**src/rtl/interrupt_sequencer.sv**
```systemverilog
// Interrupt/RTI micro-op sequencer: injects stack push/pop and vector-load ops into decode.
// Interrupt entry 2 cycles after the request edge; i_stall freezes the FSM while edges keep being captured.
module interrupt_sequencer (
  input  logic       i_clk,
  input  logic       i_reset_n,
  input  logic       i_interrupt,
  input  logic       i_rti,
  input  logic       i_stall,
  input  logic       i_branch_pending,
  output logic       o_push_pc,
  output logic       o_push_flags,
  output logic       o_pop_pc,
  output logic       o_pop_flags,
  output logic       o_load_vector,
  output logic       o_inject,
  output logic       o_freeze_fetch,
  output logic       o_in_isr,
  output logic [2:0] o_state
);

  typedef enum logic [2:0] {
    IDLE           = 3'b000,
    INT_PUSH_PC    = 3'b001,
    INT_PUSH_FLAGS = 3'b010,
    INT_VECTOR     = 3'b011,
    RTI_POP_FLAGS  = 3'b100,
    RTI_POP_PC     = 3'b101,
    RTI_FLUSH      = 3'b110
  } state_t;

  state_t state;
  state_t state_nxt;
  logic   int_q;
  logic   int_edge;
  logic   pending;
  logic   pending_nxt;
  logic   in_isr;
  logic   in_isr_nxt;

  assign int_edge = i_interrupt & ~int_q;

  always_ff @(posedge i_clk or negedge i_reset_n) begin
    if (!i_reset_n) begin
      state   <= IDLE;
      int_q   <= 1'b0;
      pending <= 1'b0;
      in_isr  <= 1'b0;
    end else begin
      state   <= state_nxt;
      int_q   <= i_interrupt;
      pending <= pending_nxt;
      in_isr  <= in_isr_nxt;
    end
  end

  // A new edge is always captured, even on stall or on the cycle pending is consumed.
  always_comb begin
    state_nxt   = state;
    pending_nxt = pending | int_edge;
    in_isr_nxt  = in_isr;
    case (state)
      IDLE: begin
        if (!i_stall) begin
          if (i_rti) begin
            state_nxt = RTI_POP_FLAGS;
          end else if (pending && !in_isr && !i_branch_pending) begin
            state_nxt   = INT_PUSH_PC;
            pending_nxt = int_edge;
          end
        end
      end
      INT_PUSH_PC:    if (!i_stall) state_nxt = INT_PUSH_FLAGS;
      INT_PUSH_FLAGS: if (!i_stall) state_nxt = INT_VECTOR;
      INT_VECTOR: begin
        if (!i_stall) begin
          state_nxt  = IDLE;
          in_isr_nxt = 1'b1;
        end
      end
      RTI_POP_FLAGS:  if (!i_stall) state_nxt = RTI_POP_PC;
      RTI_POP_PC:     if (!i_stall) state_nxt = RTI_FLUSH;
      RTI_FLUSH: begin
        if (!i_stall) begin
          state_nxt  = IDLE;
          in_isr_nxt = 1'b0;
        end
      end
      default:        state_nxt = IDLE;
    endcase
  end

  assign o_push_pc      = (state == INT_PUSH_PC);
  assign o_push_flags   = (state == INT_PUSH_FLAGS);
  assign o_load_vector  = (state == INT_VECTOR);
  assign o_pop_flags    = (state == RTI_POP_FLAGS);
  assign o_pop_pc       = (state == RTI_POP_PC);
  assign o_inject       = (state != IDLE);
  assign o_freeze_fetch = (state != IDLE);
  assign o_in_isr       = in_isr;
  assign o_state        = state;

endmodule

```
**config.mk**
```make
export PLATFORM = sky130hd
export DESIGN_NAME = interrupt_sequencer
export DESIGN_NICKNAME = d
export VERILOG_FILES = /design/src/rtl/interrupt_sequencer.sv
export SDC_FILE = /design/constraint.sdc
export NUM_CORES = 1
export LEC_CHECK = 0
export BUFFER_PORTS_ARGS = -buffer_cell sky130_fd_sc_hd__buf_2
export CAP_MARGIN = 10
export CORE_AREA = 2 2 39 41
export DETAILED_ROUTE_END_ITERATION = 12
export DIE_AREA = 0 0 41 43
export GPL_ROUTABILITY_DRIVEN = 0
export HOLD_SLACK_MARGIN = 0.15
export PLACE_DENSITY = 0.59
export SETUP_SLACK_MARGIN = 0.1
export SLEW_MARGIN = 40
export SYNTH_ARGS = -nofsm -noshare
export SYNTH_HDL_FRONTEND = slang
export SYNTH_SLANG_ARGS = --single-unit
export TNS_END_PERCENT = 20
```
**constraint.sdc**
```tcl
create_clock -name i_clk -period 2.05 [get_ports i_clk]
set_input_delay 0.615 -clock i_clk [delete_from_list [all_inputs] [get_ports i_clk]]
set_output_delay 0.615 -clock i_clk [all_outputs]
set_load 0.005 [all_outputs]
```
==> results of run 1 <==
==> sequential cells by signal, summed over array words and instances (netlist names) <==
name and cells:
o_state 3, o_in_isr 1, int_q 1, pending 1
==> routing by layer <==
| layer | part of all wire (%) | GRT usage [%] |
|---|---|---|
| met1 | 47 | 14.0 |
| met2 | 47 | 12.8 |
| met3 | 6.8 | 3.14 |
| met4 | 0 | 4.00 |
| met5 | 0 | 0 |
==> power by group through the flow <==
stage	clock network (W)	logic (W)	registers (W)
3_3_place_gp	0	0.000275	0.000225
5_1_grt	0.000122	0.000309	0.000236
6_report	0.000109	0.000268	0.000224
2_1_floorplan	0	0.000166	0.000219
3_5_place_dp	0	0.000272	0.000226
4_1_cts	0.000112	0.000274	0.000225
==> path summary, 6_finish.rpt <==
path | endpoint | depth (start not counted)
max reg2reg | pending | 3
max | o_inject | 2
max in group asynchronous | o_state[2] | 1
min | o_in_isr | 1
min reg2reg | pending | 1
min in group i_clk | pending | 1
==> worst max-delay path, stage by stage (launching register included) <==
cell and delay (ps):
dfrtp_1 460, or3_4 440, buf_2 140
==> area by class of cell <==
cell class                 instances  area (um^2)
fill                             153          941
multi-input combinational         24          155
timing repair buffer              16         80.1
clock buffer                       3         22.5
inverter                           4         15.0
tap                               16         20.0
sequential                         6          150
==> kinds of logic after synthesis <==
| group | synth area share (%) |
|---|---|
| AO/OA/AOI/OAI | 17.9 |
| multiplexers | 3.05 |
| buffers and inverters | 6.87 |
| adder cells (fa/ha/maj) | 3.43 |
| AND/OR/NAND/NOR | 22.9 |
| flip-flops | 45.8 |
==> stage by stage <==
| stage | instances | area (um^2) | utilization, % | setup slack, ps | power (W) |
|---|---|---|---|---|---|
| final | 69 | 443 | 32.0 | 153 | 0.000601 |
| after global routing | 69 | 443 | 32.0 | 101 | 0.000666 |
| after CTS | 69 | 443 | 32.0 | 151 | 0.000612 |
| after detailed placement | 66 | 420 | 30.4 | 413 | 0.000498 |
| after global placement | 66 | 420 | 30.4 | 433 | 0.000500 |
| after floorplan | 35 | 328 | - | 427 | 0.000385 |
==> placed cells by master (no fill, tap or decap) <==
cell type  instances
o21ai_2            1
a21oi_1            2
mux2i_1            1
nor3b_1            1
or2b_1             1
inv_1              4
nand2_1            3
a211oi_1           1
maj3_2             1
nand2b_1           2
o211ai_1           1
buf_2             16
dfrtp_1            6
nor3_1             2
o221ai_2           1
or3_4              1
o21ai_0            2
nor2_1             4
clkbuf_4           3
==> flow_summary.html, run 1 <==
<table>
<tr><th>Metric</th><th>Value</th></tr>
<tr><th colspan="2">Outcome</th></tr>
<tr><td>Outcome</td><td>finished, final reports clean</td></tr>
<tr><th colspan="2">STA</th></tr>
<tr><td>Final period utilization</td><td>between 90% and 100%</td></tr>
<tr><td>Final hold slack</td><td>approximately 190 ps</td></tr>
<tr><td>Worst-margin pin slew</td><td>between 300 and 400 ps</td></tr>
<tr><td>Setup repair after global routing missed its margin</td><td>false</td></tr>
<tr><td>Final sum of negative setup slack</td><td>0 ps</td></tr>
<tr><td>Period minus WS final</td><td>1900 ps</td></tr>
<tr><td>Hold Violations, Final</td><td>0</td></tr>
<tr><td>Worst slew margin relative to its limit</td><td>between 70% and 80%</td></tr>
<tr><td>Final setup vio count</td><td>0</td></tr>
<tr><td>Highest clock frequency the design can meet</td><td>around 530 MHz</td></tr>
<tr><td>Setup clock skew after layout</td><td>between 10 and 15 ps</td></tr>
<tr><td>Total count of max-transition violations in the final report</td><td>0</td></tr>
<tr><th colspan="2">Clock tree</th></tr>
<tr><td>H-tree Lvls</td><td>1</td></tr>
<tr><td>Post CTS Setup Buffer Count</td><td>0</td></tr>
<tr><td>Number of sinks driven by the clock tree</td><td>6</td></tr>
<tr><td>Clock buffer count from CTS</td><td>3</td></tr>
<tr><td>Source-to-sink clock delay at the later pin of the worst-skew pair</td><td>roughly 240 ps</td></tr>
<tr><td>Cts-stage hold buffer count</td><td>0</td></tr>
<tr><td>Maximum buffer depth of the clock tree</td><td>2</td></tr>
<tr><td># resized after CTS</td><td>0</td></tr>
<tr><td>TritonCTS clock tree</td><td>yes</td></tr>
<tr><td>Clk root buf</td><td>clkbuf_4</td></tr>
<tr><td>Clock Pin Slew Worst Setup and Hold Paths</td><td>60 ps</td></tr>
<tr><th colspan="2">Setup path</th></tr>
<tr><td>Beginning of the worst register-to-register path</td><td>o_state[0]</td></tr>
<tr><td>Worst reg-to-reg setup slack</td><td>approximately 760 ps</td></tr>
<tr><td>Largest fanout of any net on the critical path</td><td>9</td></tr>
<tr><td>Worst Path Required</td><td>between 1000 and 1500 ps</td></tr>
<tr><td>Worst Path Class, Setup</td><td>register to output pin</td></tr>
<tr><td>CP endpoint kind</td><td>output pin</td></tr>
<tr><td>Crit path from</td><td>o_state[0]</td></tr>
<tr><td>CP Launch Type</td><td>register</td></tr>
<tr><td>Critical path data arrival time</td><td>~1300 ps</td></tr>
<tr><th colspan="2">Drt</th></tr>
<tr><td>Residual DRC count</td><td>0</td></tr>
<tr><td>Routed Antenna Nets</td><td>0</td></tr>
<tr><td>Sum of routed wire length over all layers</td><td>~710 um</td></tr>
<tr><td>Number of iterations in the first detailed-routing pass</td><td>4</td></tr>
<tr><td>Via density per instance</td><td>between 4 and 5</td></tr>
<tr><td>Detail-routed net length per standard cell</td><td>around 10 um</td></tr>
<tr><td>Total number of vias</td><td>just over 300</td></tr>
<tr><td>Violation count after the first detailed-route iteration</td><td>4</td></tr>
<tr><th colspan="2">Pwr</th></tr>
<tr><td>Combinational power share</td><td>between 40% and 50%</td></tr>
<tr><td>Internal power contribution</td><td>around 0.00037 W</td></tr>
<tr><td>Power density over the cells</td><td>1360 mW/mm^2</td></tr>
<tr><td>Clock share of power</td><td>18.2%</td></tr>
<tr><td>Peak ir drop on the vdd network</td><td>0.429 mV</td></tr>
<tr><td>Net switching fraction of the power</td><td>39.2%</td></tr>
<tr><td>Leakage dissipation</td><td>0.224 nW</td></tr>
<tr><td>Reg power frac</td><td>about 37%</td></tr>
<tr><td>Switching component of the power</td><td>roughly 0.00024 W</td></tr>
<tr><th colspan="2">Cells and area</th></tr>
<tr><td>Layout-stage area growth over the synthesis result</td><td>35.1%</td></tr>
<tr><td>Final antenna diode count</td><td>0</td></tr>
<tr><td>Fraction of final layout cells sized beyond drive strength 1</td><td>a little over two fifths</td></tr>
<tr><td>Final #Nets</td><td>61</td></tr>
<tr><th colspan="2">Global route</th></tr>
<tr><td>Number of global-route vias before repair</td><td>~270</td></tr>
<tr><td>Pin count of the biggest net entering global routing</td><td>10</td></tr>
<tr><td>Global-route congestion overflow total</td><td>0</td></tr>
<tr><td>Tot GR Track Use</td><td>between 9 and 10%</td></tr>
<tr><td>Initial antenna violation count</td><td>0</td></tr>
<tr><td>Wire length of the first global-routing pass</td><td>around 1.2 mm</td></tr>
<tr><th colspan="2">Yosys</th></tr>
<tr><td>Mean cell area of the mapped netlist</td><td>approximately 9.4 um^2</td></tr>
<tr><td>Gate count after technology mapping</td><td>35</td></tr>
<tr><td>Library cell with the highest instance count after synthesis</td><td>dfrtp_1</td></tr>
<tr><td>Fraction of post-synthesis cell area in the top cell type by area</td><td>between 40% and 50%</td></tr>
<tr><td>Area leader, netlist</td><td>dfrtp_1</td></tr>
<tr><td>Synth Net Count</td><td>41</td></tr>
<tr><td>Synthesized flop and latch total</td><td>6</td></tr>
<tr><td>Sequential area share after synthesis</td><td>45.8%</td></tr>
<tr><td>Cell area after technology mapping</td><td>between 300 and 400 um^2</td></tr>
<tr><td>Number of library cell types mapped by synthesis</td><td>18</td></tr>
<tr><td>Synth warnings</td><td>0</td></tr>
<tr><td>Cell types with the highest counts after synthesis</td><td>6 x dfrtp_1, 4 x inv_1, 4 x nor2_1, 3 x nand2_1</td></tr>
<tr><td>Post-synth EDFFs</td><td>0</td></tr>
<tr><td>Biggest area contributors in the synthesized netlist</td><td>dfrtp_1 46%, inv_1 4.6%, nor2_1 4.6%</td></tr>
<tr><td>Share of flip-flops with an asynchronous set or reset</td><td>between 90% and 100%</td></tr>
<tr><td>Most used flip-flop cell after synthesis</td><td>dfrtp_1</td></tr>
<tr><th colspan="2">Floorplan</th></tr>
<tr><td>Die area</td><td>between 0.0015 and 0.002 mm^2</td></tr>
<tr><td>Starting Density</td><td>23.7%</td></tr>
<tr><td>Number of placed I/O pins</td><td>17</td></tr>
<tr><td>Site Rows</td><td>14</td></tr>
<tr><td>Area inside the core boundary</td><td>0.00138 mm^2</td></tr>
<tr><td>Die height</td><td>43 um</td></tr>
<tr><td>Chip width</td><td>~41 um</td></tr>
<tr><th colspan="2">Job</th></tr>
<tr><td>Number of max-cap violations</td><td>0</td></tr>
<tr><th colspan="2">Hold path</th></tr>
<tr><td>Worst min-delay path class</td><td>primary input to asynchronous set/reset pin</td></tr>
<tr><th colspan="2">Placed design</th></tr>
<tr><td>Detailed Place HPWL</td><td>around 570 um</td></tr>
<tr><td>Count of buffers from port buffering</td><td>16</td></tr>
</table>
(Power assumes the default switching activity.)
==> run 2, diff against run 1 <==
- CORE_AREA: 2 2 39 41 -> 5 5 42 44
- DIE_AREA: 0 0 41 43 -> 0 0 47 49
- MAX_ROUTING_LAYER: default -> met4
==> run 2 against run 1 <==
Effect of this change:
- non-clock buffer count stayed put
- routed wire length is 9.4% higher
- total power is 1.3% higher
- die area is 31% higher
- combinational power hardly changed
- global-route usage is 1.6 points lower
- setup slack better by 17 ps
==> flow_summary.html, run 2 (same netlist as run 1, synthesis figures left out) <==
<table>
<tr><th>Metric</th><th>Value</th></tr>
<tr><th colspan="2">Outcome</th></tr>
<tr><td>Outcome</td><td>finished, final reports clean</td></tr>
<tr><th colspan="2">Floorplan</th></tr>
<tr><td>Starting Density</td><td>23.4%</td></tr>
<tr><td>Die height</td><td>49 um</td></tr>
<tr><td>Chip width</td><td>roughly 47 um</td></tr>
<tr><td>Site Rows</td><td>14</td></tr>
<tr><td>Die area</td><td>between 0.002 and 0.0025 mm^2</td></tr>
<tr><td>Area inside the core boundary</td><td>approximately 0.0014 mm^2</td></tr>
<tr><td>Number of placed I/O pins</td><td>17</td></tr>
<tr><th colspan="2">Drt</th></tr>
<tr><td>Routed Antenna Nets</td><td>0</td></tr>
<tr><td>Sum of routed wire length over all layers</td><td>roughly 800 um</td></tr>
<tr><td>Detail-routed net length per standard cell</td><td>between 10 and 15 um</td></tr>
<tr><td>Violation count after the first detailed-route iteration</td><td>2</td></tr>
<tr><td>Total number of vias</td><td>311</td></tr>
<tr><td>Via density per instance</td><td>~4.5</td></tr>
<tr><td>Residual DRC count</td><td>0</td></tr>
<tr><td>Number of iterations in the first detailed-routing pass</td><td>4</td></tr>
<tr><th colspan="2">STA</th></tr>
<tr><td>Setup repair after global routing missed its margin</td><td>false</td></tr>
<tr><td>Hold Violations, Final</td><td>0</td></tr>
<tr><td>Total count of max-transition violations in the final report</td><td>0</td></tr>
<tr><td>Final setup vio count</td><td>0</td></tr>
<tr><td>Final sum of negative setup slack</td><td>0 ps</td></tr>
<tr><td>Worst slew margin relative to its limit</td><td>between 70% and 80%</td></tr>
<tr><td>Final period utilization</td><td>about nine tenths</td></tr>
<tr><td>Final critical-path setup slack</td><td>roughly 170 ps</td></tr>
<tr><td>Worst-margin pin slew</td><td>slightly below 300 ps</td></tr>
<tr><td>Highest clock frequency the design can meet</td><td>about 530 MHz</td></tr>
<tr><td>Period minus WS final</td><td>~1900 ps</td></tr>
<tr><td>Setup clock skew after layout</td><td>about 8.9 ps</td></tr>
<tr><th colspan="2">Cells and area</th></tr>
<tr><td>Fraction of final layout cells sized beyond drive strength 1</td><td>43.4%</td></tr>
<tr><td>Most common cell after layout, fill and taps aside</td><td>buf_2</td></tr>
<tr><td>Final antenna diode count</td><td>0</td></tr>
<tr><td>Final #Nets</td><td>a little over 60</td></tr>
<tr><td>Post-layout instance area</td><td>about 440 um^2</td></tr>
<tr><td>Final core utilization</td><td>31.6%</td></tr>
<tr><td>Layout-stage area growth over the synthesis result</td><td>35.1%</td></tr>
<tr><td>Leading cell types in the layout, fill and taps excluded</td><td>16 x buf_2, 6 x dfrtp_1, 4 x nor2_1, 4 x inv_1</td></tr>
<tr><td>Max reg flops</td><td>3</td></tr>
<tr><th colspan="2">Clock tree</th></tr>
<tr><td>Number of sinks driven by the clock tree</td><td>6</td></tr>
<tr><td>Maximum buffer depth of the clock tree</td><td>2</td></tr>
<tr><td>Post CTS Setup Buffer Count</td><td>0</td></tr>
<tr><td>Source-to-sink clock delay at the later pin of the worst-skew pair</td><td>between 200 and 300 ps</td></tr>
<tr><td>Clock Pin Slew Worst Setup and Hold Paths</td><td>roughly 50 ps</td></tr>
<tr><td>Clk root buf</td><td>clkbuf_4</td></tr>
<tr><td># resized after CTS</td><td>0</td></tr>
<tr><td>H-tree Lvls</td><td>1</td></tr>
<tr><td>TritonCTS clock tree</td><td>yes</td></tr>
<tr><td>Clock buffer count from CTS</td><td>3</td></tr>
<tr><td>Cts-stage hold buffer count</td><td>0</td></tr>
<tr><th colspan="2">Job</th></tr>
<tr><td>Number of max-cap violations</td><td>0</td></tr>
<tr><th colspan="2">Setup path</th></tr>
<tr><td>Cells on worst reg2reg path</td><td>3</td></tr>
<tr><td>Worst reg-to-reg setup slack</td><td>between 800 and 900 ps</td></tr>
<tr><td>Worst Path Class, Setup</td><td>register to output pin</td></tr>
<tr><td>Slowest stage delay, CP</td><td>between 400 and 500 ps</td></tr>
<tr><td>Worst-path cell with the longest stage delay</td><td>dfrtp_1</td></tr>
<tr><td>Beginning of the worst register-to-register path</td><td>o_state[1]</td></tr>
<tr><td>CP Launch Type</td><td>register</td></tr>
<tr><td>Critical path data arrival time</td><td>about 1300 ps</td></tr>
<tr><td>Largest fanout of any net on the critical path</td><td>8</td></tr>
<tr><td>Cells along the critical path</td><td>or3_4 &gt; buf_2</td></tr>
<tr><td>Destination of the worst register-to-register timing path</td><td>pending</td></tr>
<tr><td>CP endpoint kind</td><td>output pin</td></tr>
<tr><td>Worst Path Required</td><td>1430 ps</td></tr>
<tr><th colspan="2">Global route</th></tr>
<tr><td>Number of global-route vias before repair</td><td>around 310</td></tr>
<tr><td>Wire length of the first global-routing pass</td><td>around 1.3 mm</td></tr>
<tr><td>Initial antenna violation count</td><td>0</td></tr>
<tr><td>Global-route congestion overflow total</td><td>0</td></tr>
<tr><td>Tot GR Track Use</td><td>8.10%</td></tr>
<tr><td>Pin count of the biggest net entering global routing</td><td>10</td></tr>
<tr><th colspan="2">Pwr</th></tr>
<tr><td>Post-layout power</td><td>about 0.0006 W</td></tr>
<tr><td>Power density over the cells</td><td>between 1000 and 1500 mW/mm^2</td></tr>
<tr><td>Peak ir drop on the vdd network</td><td>between 0.2 and 0.3 mV</td></tr>
<tr><td>Leakage dissipation</td><td>between 0.2 and 0.25 nW</td></tr>
<tr><th colspan="2">Placed design</th></tr>
<tr><td>Placed inst area</td><td>between 400 and 500 um^2</td></tr>
<tr><td>Detailed Place HPWL</td><td>between 600 and 700 um</td></tr>
<tr><td>Count of buffers from port buffering</td><td>16</td></tr>
<tr><td>Setup Slack @ Placement</td><td>roughly 420 ps</td></tr>
<tr><th colspan="2">Hold path</th></tr>
<tr><td>Worst min-delay path class</td><td>primary input to asynchronous set/reset pin</td></tr>
</table>
run 2: cell counts in the layout (fill, tap and decap cells not counted):
Identical to the previous run, type by type.
run 2: layout make-up:
| type | instances | area (um^2) |
|---|---|---|
| Multi-Input combinational cell | 24 | 155 |
| Tap cell | 16 | 20.0 |
| Timing Repair Buffer | 16 | 80.1 |
| Clock buffer | 3 | 22.5 |
| Inverter | 4 | 15.0 |
| Sequential cell | 6 | 150 |
| Fill cell | 156 | 958 |
run 2: per-stage QoR:
step | std cells | hold slack [ps]
2_1_floorplan | 35 | 319
3_3_place_gp | 66 | 449
3_5_place_dp | 66 | 453
4_1_cts | 69 | 183
5_1_grt | 69 | 190
6_report | 69 | 181
run 2: routing by layer:
| metal | track usage, % | up-vias | wire, um |
|---|---|---|---|
| met4 | 6.91 | 0 | 16 |
| li1 | - | 157 | - |
| met5 | - | - | 0 |
| met2 | 11.5 | 13 | 326 |
| met3 | 1.11 | 2 | 70 |
| met1 | 9.49 | 139 | 364 |
run 2: worst max path at each step:
stage | cells after the start | endpoint | startpoint
floorplan | 2 | o_inject | o_state[0]
global placement | 2 | o_inject | o_state[0]
detailed placement | 2 | o_freeze_fetch | o_state[0]
CTS | 2 | o_freeze_fetch | o_state[0]
global route | 2 | o_freeze_fetch | o_state[0]
finish | 2 | o_freeze_fetch | o_state[1]
run 2: report_power, final:
part	internal, W	switching (W)
Clock	0.0000663	0.0000446
Combinational	0.000142	0.000130
Sequential	0.000158	0.0000688
Total	0.000366	0.000243
run 2: critical path, delay by kind of cell, from the launching register on:
kind / cells / cell delay (ps)
buffers and inverters: 1 / 140
AND/OR/NAND/NOR: 1 / 420
flip-flops: 1 / 460
==> run 3, diff against run 2 <==
- CELL_PAD_IN_SITES_DETAIL_PLACEMENT: default -> 0
- CELL_PAD_IN_SITES_GLOBAL_PLACEMENT: default -> 1
- PLACE_DENSITY: 0.59 -> 0.74
==> run 3 against run 2 <==
Effect of this change:
- via count is 0.64% higher
- clock power about the same
- first-iteration DRC count rose to 4.0 times the previous value
- final cell count is the same
- setup slack better by 10 ps
- combinational power rose by 3%
- critical path type unchanged
- critical endpoint unchanged
==> flow_summary.html, run 3 (same netlist as run 1, synthesis figures left out) <==
<table>
<tr><th>Metric</th><th>Value</th></tr>
<tr><th colspan="2">Outcome</th></tr>
<tr><td>Outcome</td><td>finished, final reports clean</td></tr>
<tr><th colspan="2">STA</th></tr>
<tr><td>Setup repair after global routing missed its margin</td><td>false</td></tr>
<tr><td>Highest clock frequency the design can meet</td><td>around 530 MHz</td></tr>
<tr><td>Hold Violations, Final</td><td>0</td></tr>
<tr><td>Worst-margin pin slew</td><td>298 ps</td></tr>
<tr><td>Final period utilization</td><td>approximately 90%</td></tr>
<tr><td>Period minus WS final</td><td>1870 ps</td></tr>
<tr><td>Final setup vio count</td><td>0</td></tr>
<tr><td>Worst slew margin relative to its limit</td><td>roughly 80%</td></tr>
<tr><td>Setup clock skew after layout</td><td>roughly 9.0 ps</td></tr>
<tr><td>Total count of max-transition violations in the final report</td><td>0</td></tr>
<tr><td>Final sum of negative setup slack</td><td>0 ps</td></tr>
<tr><th colspan="2">Cells and area</th></tr>
<tr><td>Non-filler cells, final</td><td>69</td></tr>
<tr><td>Footprint of the multi-input gates</td><td>155 um^2</td></tr>
<tr><td>Fraction of final layout cells sized beyond drive strength 1</td><td>a little under half</td></tr>
<tr><td>Number of fill cells in the layout</td><td>between 150 and 200</td></tr>
<tr><td>Max reg flops</td><td>3</td></tr>
<tr><td>Leading cell types in the layout, fill and taps excluded</td><td>16 x buf_2, 5 x dfrtp_1, 4 x nor2_1, 4 x inv_1</td></tr>
<tr><td>Sequential cell area</td><td>about 150 um^2</td></tr>
<tr><td>Final #Nets</td><td>61</td></tr>
<tr><td>Final antenna diode count</td><td>0</td></tr>
<tr><td>Most common cell after layout, fill and taps aside</td><td>buf_2</td></tr>
<tr><td>Layout-stage area growth over the synthesis result</td><td>35.5%</td></tr>
<tr><th colspan="2">Floorplan</th></tr>
<tr><td>Starting Density</td><td>23.4%</td></tr>
<tr><td>Site Rows</td><td>14</td></tr>
<tr><td>Chip width</td><td>47 um</td></tr>
<tr><td>Die height</td><td>between 40 and 50 um</td></tr>
<tr><td>Die area</td><td>around 0.0023 mm^2</td></tr>
<tr><td>Number of placed I/O pins</td><td>17</td></tr>
<tr><td>Area inside the core boundary</td><td>between 0.001 and 0.0015 mm^2</td></tr>
<tr><th colspan="2">Placed design</th></tr>
<tr><td>Count of buffers from port buffering</td><td>16</td></tr>
<tr><td>Detailed Place HPWL</td><td>between 700 and 800 um</td></tr>
<tr><td>Placed Instances</td><td>66</td></tr>
<tr><th colspan="2">Clock tree</th></tr>
<tr><td>Cts-stage hold buffer count</td><td>0</td></tr>
<tr><td># resized after CTS</td><td>0</td></tr>
<tr><td>TritonCTS clock tree</td><td>yes</td></tr>
<tr><td>Clock buffer count from CTS</td><td>3</td></tr>
<tr><td>H-tree Lvls</td><td>1</td></tr>
<tr><td>Maximum buffer depth of the clock tree</td><td>2</td></tr>
<tr><td>Post CTS Setup Buffer Count</td><td>0</td></tr>
<tr><td>Clock Pin Slew Worst Setup and Hold Paths</td><td>50 ps</td></tr>
<tr><td>Clk root buf</td><td>clkbuf_4</td></tr>
<tr><td>Number of sinks driven by the clock tree</td><td>6</td></tr>
<tr><td>Source-to-sink clock delay at the later pin of the worst-skew pair</td><td>between 200 and 300 ps</td></tr>
<tr><th colspan="2">Global route</th></tr>
<tr><td>Initial antenna violation count</td><td>0</td></tr>
<tr><td>Wire length of the first global-routing pass</td><td>1.55 mm</td></tr>
<tr><td>Pin count of the biggest net entering global routing</td><td>10</td></tr>
<tr><td>Tot GR Track Use</td><td>roughly a tenth</td></tr>
<tr><td>Number of global-route vias before repair</td><td>340</td></tr>
<tr><td>Global-route congestion overflow total</td><td>0</td></tr>
<tr><th colspan="2">Drt</th></tr>
<tr><td>Sum of routed wire length over all layers</td><td>roughly 900 um</td></tr>
<tr><td>Via density per instance</td><td>approximately 4.5</td></tr>
<tr><td>Total number of vias</td><td>313</td></tr>
<tr><td>Residual DRC count</td><td>0</td></tr>
<tr><td>Number of iterations in the first detailed-routing pass</td><td>3</td></tr>
<tr><td>Violation count after the first detailed-route iteration</td><td>8</td></tr>
<tr><td>Routed Antenna Nets</td><td>0</td></tr>
<tr><td>Detail-routed net length per standard cell</td><td>~13 um</td></tr>
<tr><th colspan="2">Setup path</th></tr>
<tr><td>Worst reg-to-reg setup slack</td><td>slightly above 800 ps</td></tr>
<tr><td>Worst Path Required</td><td>1430 ps</td></tr>
<tr><td>Beginning of the worst register-to-register path</td><td>o_state[0]</td></tr>
<tr><td>CP endpoint kind</td><td>output pin</td></tr>
<tr><td>Largest fanout of any net on the critical path</td><td>9</td></tr>
<tr><td>Critical path data arrival time</td><td>between 1000 and 1500 ps</td></tr>
<tr><td>CP Launch Type</td><td>register</td></tr>
<tr><td>Worst Path Class, Setup</td><td>register to output pin</td></tr>
<tr><td>Destination of the worst register-to-register timing path</td><td>o_state[0]</td></tr>
<tr><td>Cells on worst reg2reg path</td><td>3</td></tr>
<tr><th colspan="2">Pwr</th></tr>
<tr><td>Power density over the cells</td><td>1400 mW/mm^2</td></tr>
<tr><td>Peak ir drop on the vdd network</td><td>around 0.47 mV</td></tr>
<tr><td>Leakage dissipation</td><td>0.223 nW</td></tr>
<tr><th colspan="2">Job</th></tr>
<tr><td>Number of max-cap violations</td><td>0</td></tr>
<tr><th colspan="2">Hold path</th></tr>
<tr><td>Worst min-delay path class</td><td>primary input to asynchronous set/reset pin</td></tr>
</table>
==> run 3: changes by cell type in the layout (fill, tap and decap cells not counted) <==
cell	before	now
dfrtp_2	0	1
dfrtp_1	6	5
==> run 3: where the power goes <==
group / internal (W) / switching (W) / total, W
logic: 0.000142 / 0.000138 / 0.000280
registers: 0.000160 / 0.0000673 / 0.000227
clock network: 0.0000665 / 0.0000471 / 0.000114
total: 0.000369 / 0.000252 / 0.000621
==> run 3: how the worst max path moves through the flow <==
stage                           endpoint       start  slack (ps)
after floorplan                 o_inject  o_state[0]         430
after global routing      o_freeze_fetch  o_state[0]         130
final                     o_freeze_fetch  o_state[0]         180
after CTS                 o_freeze_fetch  o_state[0]         140
after detailed placement  o_freeze_fetch  o_state[0]         410
after global placement    o_freeze_fetch  o_state[0]         430
==> run 3: metrics by stage <==
stage / power [W] / setup WS, ps / cell area, um^2 / hold WS (ps) / utilization, %
finish: 0.000621 / 180 / 444 / 184 / 31.7
global route: 0.000685 / 125 / 444 / 172 / 31.7
CTS: 0.000632 / 139 / 443 / 185 / 31.6
detailed placement: 0.000513 / 407 / 420 / 455 / 30.0
global placement: 0.000508 / 427 / 420 / 449 / 30.0
floorplan: 0.000385 / 427 / 328 / 319 / -
==> run 3: per-layer routing <==
metal	wire [um]	vias to the layer above	GRT usage, %
li1	-	157	-
met1	338	143	10.4
met2	457	11	14.5
met3	98	2	7.01
met4	4	0	4.15
met5	0	-	-
==> run 3: final cells by class <==
type	count	share of cell area (%)
multi-input combinational	24	34.9
sequential	6	34.1
timing repair buffer	16	18.0
clock buffer	3	5.07
tap	16	4.51
inverter	4	3.38
==> run 3: worst max-delay path, stage by stage (launching register included) <==
cell and delay, ps:
dfrtp_2 450, or3_4 420, buf_2 140
